## src/rtl/edge_pkg.sv

```systemverilog
// Shared definitions for the edge pulse bank.
//
// Holds the per-channel edge-select encodings and the helper that decides
// whether a level toggle matches the selected edge type.
package edge_pkg;

    typedef enum logic [1:0] {
        EDGE_OFF  = 2'b00,
        EDGE_RISE = 2'b01,
        EDGE_FALL = 2'b10,
        EDGE_BOTH = 2'b11
    } edge_mode_e;

    // Width of the per-channel debounce counter.
    localparam int unsigned DB_W = 8;

    // True when a toggle that lands on new_level matches the edge select.
    function automatic logic edge_qualifies(input logic [1:0] mode, input logic new_level);
        logic q;
        q = 1'b0;
        case (edge_mode_e'(mode))
            EDGE_OFF:  q = 1'b0;
            EDGE_RISE: q = new_level;
            EDGE_FALL: q = ~new_level;
            EDGE_BOTH: q = 1'b1;
            default:   q = 1'b0;
        endcase
        return q;
    endfunction

endpackage

```

## src/rtl/edge_chan.sv

```systemverilog
// One channel of the edge pulse bank.
//
// Synchronises a raw asynchronous input, optionally debounces it, and turns
// selected level toggles into a stretched pulse with retrigger, overrun and a
// sticky "edge seen" flag.
//
// Build option: EDGE_DEBOUNCE_EN
//   defined   - an 8-bit debounce counter must see DB_CNT consecutive
//               mismatching cycles before the level toggles.
//   undefined - the level is the synchroniser output registered once;
//               DB_CNT only takes part in the legality check.
//
// Ports:
//   clk      system clock, rising edge
//   reset    asynchronous active-low reset
//   d        raw asynchronous input
//   mode     edge select (off / rise / fall / both)
//   clr      write-1-to-clear for sticky
//   level    filtered, synchronised level
//   ped      edge pulse, PW cycles wide
//   sticky   latched edge-seen flag
//   overrun  one-cycle flag: qualifying edge while ped was already high
module edge_chan
    import edge_pkg::*;
#(
    parameter int unsigned SYNC   = 2,
    parameter int unsigned DB_CNT = 10,
    parameter int unsigned PW     = 1
) (
    input  logic       clk,
    input  logic       reset,
    input  logic       d,
    input  logic [1:0] mode,
    input  logic       clr,
    output logic       level,
    output logic       ped,
    output logic       sticky,
    output logic       overrun
);

    localparam int unsigned    PCW     = $clog2(PW + 1);
    localparam logic [PCW-1:0] PW_LOAD = PCW'(PW);

    if (SYNC < 2 || DB_CNT < 1 || DB_CNT > 255 || PW < 1 || PW > 255) begin : g_bad_param
        $error("edge_chan: parameter out of range");
    end

    logic [SYNC-1:0] sync_q;
    logic            s;
    logic            level_q;
    logic            level_d;
    logic            toggle;
    logic            qual;
    logic [PCW-1:0]  pcnt_q;
    logic [PCW-1:0]  pcnt_d;
    logic            sticky_q;
    logic            sticky_d;
    logic            overrun_q;
    logic            overrun_d;

    always_ff @(posedge clk or negedge reset) begin
        if (!reset) begin
            sync_q <= '0;
        end else begin
            sync_q <= {sync_q[SYNC-2:0], d};
        end
    end

    assign s = sync_q[SYNC-1];

`ifdef EDGE_DEBOUNCE_EN
    localparam logic [DB_W-1:0] DB_LAST = DB_W'(DB_CNT - 1);

    logic [DB_W-1:0] db_q;
    logic [DB_W-1:0] db_d;

    // Count consecutive cycles where the synchronised input disagrees with
    // the accepted level; the count that would reach DB_CNT flips the level.
    always_comb begin
        db_d   = '0;
        toggle = 1'b0;
        if (s != level_q) begin
            if (db_q == DB_LAST) begin
                toggle = 1'b1;
            end else begin
                db_d = db_q + DB_W'(1);
            end
        end
    end

    always_ff @(posedge clk or negedge reset) begin
        if (!reset) begin
            db_q <= '0;
        end else begin
            db_q <= db_d;
        end
    end
`else
    assign toggle = (s != level_q);
`endif

    assign level_d = level_q ^ toggle;
    assign qual    = toggle & edge_qualifies(mode, level_d);

    // A qualifying edge reloads the full width, so retriggers extend the
    // pulse without a gap; the counter otherwise runs down to zero and stops.
    always_comb begin
        pcnt_d    = pcnt_q;
        overrun_d = 1'b0;
        if (qual) begin
            pcnt_d    = PW_LOAD;
            overrun_d = (pcnt_q != '0);
        end else if (pcnt_q != '0) begin
            pcnt_d = pcnt_q - PCW'(1);
        end
    end

    // Set wins over a simultaneous clear.
    assign sticky_d = qual | (sticky_q & ~clr);

    always_ff @(posedge clk or negedge reset) begin
        if (!reset) begin
            level_q   <= 1'b0;
            pcnt_q    <= '0;
            sticky_q  <= 1'b0;
            overrun_q <= 1'b0;
        end else begin
            level_q   <= level_d;
            pcnt_q    <= pcnt_d;
            sticky_q  <= sticky_d;
            overrun_q <= overrun_d;
        end
    end

    assign level   = level_q;
    assign ped     = (pcnt_q != '0);
    assign sticky  = sticky_q;
    assign overrun = overrun_q;

endmodule

```

## src/rtl/edge_pulse_bank.sv

```systemverilog
// Multi-channel edge-to-pulse generator.
//
// CH independent channels, each synchronised, optionally debounced and
// converted into a PW-cycle pulse on the edges selected by its mode field.
//
// Build option: EDGE_DEBOUNCE_EN enables the per-channel debounce counter
// (see edge_chan); when undefined the level follows the synchroniser with one
// extra register stage.
//
// Ports:
//   clk      system clock, rising edge
//   reset    asynchronous active-low reset
//   d        [CH]    raw asynchronous inputs
//   mode     [2*CH]  edge select, mode[2i+1:2i] for channel i
//   clr      [CH]    write-1-to-clear for sticky
//   level    [CH]    filtered, synchronised levels
//   ped      [CH]    edge pulses
//   sticky   [CH]    latched edge-seen flags
//   overrun  [CH]    one-cycle retrigger flags
module edge_pulse_bank
    import edge_pkg::*;
#(
    parameter int unsigned CH     = 4,
    parameter int unsigned SYNC   = 2,
    parameter int unsigned DB_CNT = 10,
    parameter int unsigned PW     = 1
) (
    input  logic            clk,
    input  logic            reset,
    input  logic [CH-1:0]   d,
    input  logic [2*CH-1:0] mode,
    input  logic [CH-1:0]   clr,
    output logic [CH-1:0]   level,
    output logic [CH-1:0]   ped,
    output logic [CH-1:0]   sticky,
    output logic [CH-1:0]   overrun
);

    for (genvar i = 0; i < CH; i++) begin : g_chan
        edge_chan #(
            .SYNC   (SYNC),
            .DB_CNT (DB_CNT),
            .PW     (PW)
        ) u_chan (
            .clk     (clk),
            .reset   (reset),
            .d       (d[i]),
            .mode    (mode[2*i +: 2]),
            .clr     (clr[i]),
            .level   (level[i]),
            .ped     (ped[i]),
            .sticky  (sticky[i]),
            .overrun (overrun[i])
        );
    end

endmodule

```

## config.mk

```make
export PLATFORM = sky130hd
export DESIGN_NAME = edge_pulse_bank
export DESIGN_NICKNAME = d
export VERILOG_FILES = /design/src/rtl/edge_pkg.sv /design/src/rtl/edge_chan.sv /design/src/rtl/edge_pulse_bank.sv
export SDC_FILE = /design/constraint.sdc
export NUM_CORES = 1
export LEC_CHECK = 0
export BUFFER_PORTS_ARGS = -buffer_cell sky130_fd_sc_hd__clkbuf_2
export CAP_MARGIN = 20
export CELL_PAD_IN_SITES_DETAIL_PLACEMENT = 1
export CELL_PAD_IN_SITES_GLOBAL_PLACEMENT = 2
export CORE_MARGIN = 2
export CORE_UTILIZATION = 34
export CTS_CLUSTER_DIAMETER = 100
export DETAILED_ROUTE_END_ITERATION = 6
export MAX_ROUTING_LAYER = met4
export PLACE_DENSITY = 0.84
export RECOVER_POWER = 25
export SYNTH_ARGS = -nofsm -noshare
export SYNTH_HDL_FRONTEND = slang
export SYNTH_SLANG_ARGS = --single-unit
```

## constraint.sdc

```tcl
create_clock -name clk -period 1.94 [get_ports clk]
set_input_delay 0.194 -clock clk [delete_from_list [all_inputs] [get_ports clk]]
set_output_delay 0.194 -clock clk [all_outputs]
set_load 0.1 [all_outputs]
```

==> metrics.cfg <==
[outcome]
outcome=complete, no violations

[placed_design]
place.port_buffers=33
placedInstanceArea_sq_um=1070
routabilityCongestion=0.6168
pre_cts_ws_ps=866.3

[critical_path]
cp.buffers_inverters=1
cp_top_family=buffers and inverters
cp-end-kind=output pin
cpPeakStageDelay_ps=470
crit_required_ps=1750
critical_path_arrival_ps=1160
cp-startpoint=g_chan[0].u_chan.level
crit_fanout=3
crit_chain=clkbuf_2
critical_path_class=reg -> out
start_kind=flip-flop
worst_path_max_delay_cell=clkbuf_2
r2r_start=g_chan[2].u_chan.sync_q[1]

[timing]
drv_slew=0
slew_headroom_pct=62.01
setup_ws_ps=584.4
setup_violations=0
final.setup.tns_ps=0
rsz0062_at_grt=no
timing.final.crit_share_pct=69.88
tightest_slew_ps=569.8
finClkSkew_ps=1.745
max_freq_ghz=0.7377
final_hold_viol_count=0
min_period_ps=1356

[global_routing]
grt_usage_pct=10.03
grt_max_degree=25
grt_pass1_wl_um=2442
first_global_vias=560
antenna_found_initial=0
overflow=0

[synth]
yosysWarnings=0
synth_most_common_cell=dfrtp_1
ys_seq_elements=24
syn_nets=86
synth_edf_count=0
synth_top_area_share_pct=60.00
yosysTopAreaCell=dfrtp_1
synthTopCellsByArea=dfrtp_1, nand3b_4, buf_4, a21boi_2, nand2b_1
synthTopCellsByCount=dfrtp_1, buf_4, nand3b_4
synthDistinctLibCells=8
synth_ff_type=dfrtp_1
syn_area_sq_um=1001
avgSynthCellArea_sq_um=14.72
async_reset_ff_share_pct=100.0
ys_seq_area_share_pct=60.00
synth_cells=68

[floorplanning]
pin_count=34
fp.dieW_um=58.26
die_y_um=58.26
dieArea_sq_um=3394
coreArea_sq_um=2781
initial_core_util_pct=35.99
rows=19

[route]
drt_iter0_markers=4
routed_via_density=4.408
remaining_drc_errors=0
postRouteAntennaNets=0
vias=529
first_pass_iters=2
routedWlPerCell_um=11.98
routed_wl_um=1438

[clock_tree]
path_clk_slew_ps=120
ctsResizeCount=0
ctsRootBufferMaster=clkbuf_4
cts_sinks=24
cts_tree=done
hold_buffers=5
cts_max_level=1
clockBufferDepth=2
numCtsBuffers=3
post-cts-setup-buffers=0
worstSkewPairLatency_ps=290

[final_layout]
fin_util_pct=39.27
fill_cells=306
final_nets=109
post-route-cell-area_sq_um=1092
antenna_cells=0
syn2layout_area_growth_pct=9.125
drive_above_1_share_pct=49.44

[power_and_ir_drop]
leakage_nw=0.5969
p_per_area_nw_per_um2=917.0
ir_drop_mv=0.4316

[flow_run]
max-cap-violations=0

[worst_hold_path]
min_from=mode[0]
hold_path_class=in -> reg

## routing by layer
| layer | routed length [um] | track usage [%] |
|---|---|---|
| met5 | 0 | - |
| met4 | 15 | 4.983 |
| met3 | 81 | 2.902 |
| met2 | 743 | 15.89 |
| met1 | 597 | 11.56 |
## worst paths after layout
kind / cells after the start / to / slack (ps)
setup / recovery: 1 / level[0] / 580
hold / removal: 3 / g_chan[0].u_chan.overrun / 150
setup reg to reg: 2 / g_chan[2].u_chan.overrun / 1040
hold reg to reg: 0 / g_chan[2].u_chan.sync_q[1] / 360
max in group asynchronous: 2 / g_chan[1].u_chan.level / 1150
min in group asynchronous: 2 / g_chan[1].u_chan.overrun / 410
## cell usage in the layout, fill, tap and decap left out
cell,netlist,routed
nand2_1,4,4
a21boi_2,4,4
nand3b_4,8,4
nand2b_1,4,4
dlygate4sd3_1,0,5
clkbuf_2,0,33
clkbuf_4,0,3
nand3b_1,0,4
dfrtp_1,24,24
nand3_1,4,4
## area by class of cell
cell class | count | area [sq um] | area share, %
Sequential cell | 24 | 600.6 | 54.98
Multi-Input combinational cell | 24 | 215.2 | 19.70
Timing Repair Buffer | 38 | 215.2 | 19.70
Tap cell | 31 | 38.79 | 3.551
Clock buffer | 3 | 22.52 | 2.062
## worst reg2reg max path, cell delays in order (launching register included)
cell and delay [ps]:
dfrtp_1 440, nand3b_1 240, a21boi_2 170
## per-stage QoR
stage                     total power [W]  std cells  hold WS, ps
after detailed placement        0.0008142        112        227.2
after CTS                        0.001029        120        133.4
after global routing             0.001052        120        126.9
final                            0.001002        120        150.4
after global placement          0.0008097        112        219.6
after floorplan                 0.0007886         68       -101.6
## kinds of logic (layout without fill, tap and decap cells)
| kind of cell | Yosys count | after routing | share of synthesized area (%) |
|---|---|---|---|
| AOI/OAI and AO/OA | 4 | 4 | 4.500 |
| buffers and inverters | 20 | 41 | 13.50 |
| DFF | 24 | 24 | 60.00 |
| and+or+nand+nor | 20 | 20 | 22.00 |
## registers in the layout, summed over array words and instances (netlist names)
register               flops
g_chan.u_chan.level        4
g_chan.u_chan.overrun      4
g_chan.u_chan.ped          4
g_chan.u_chan.sync_q       8
g_chan.u_chan.sticky       4
## report_power, final
group | switching, W | internal [W]
clock | 0.000130 | 0.0000722
combinational | 0.000201 | 0.0000510
sequential | 0.0000176 | 0.000530
total | 0.000348 | 0.000653
Note: power is estimated with default switching activity, not from simulation.
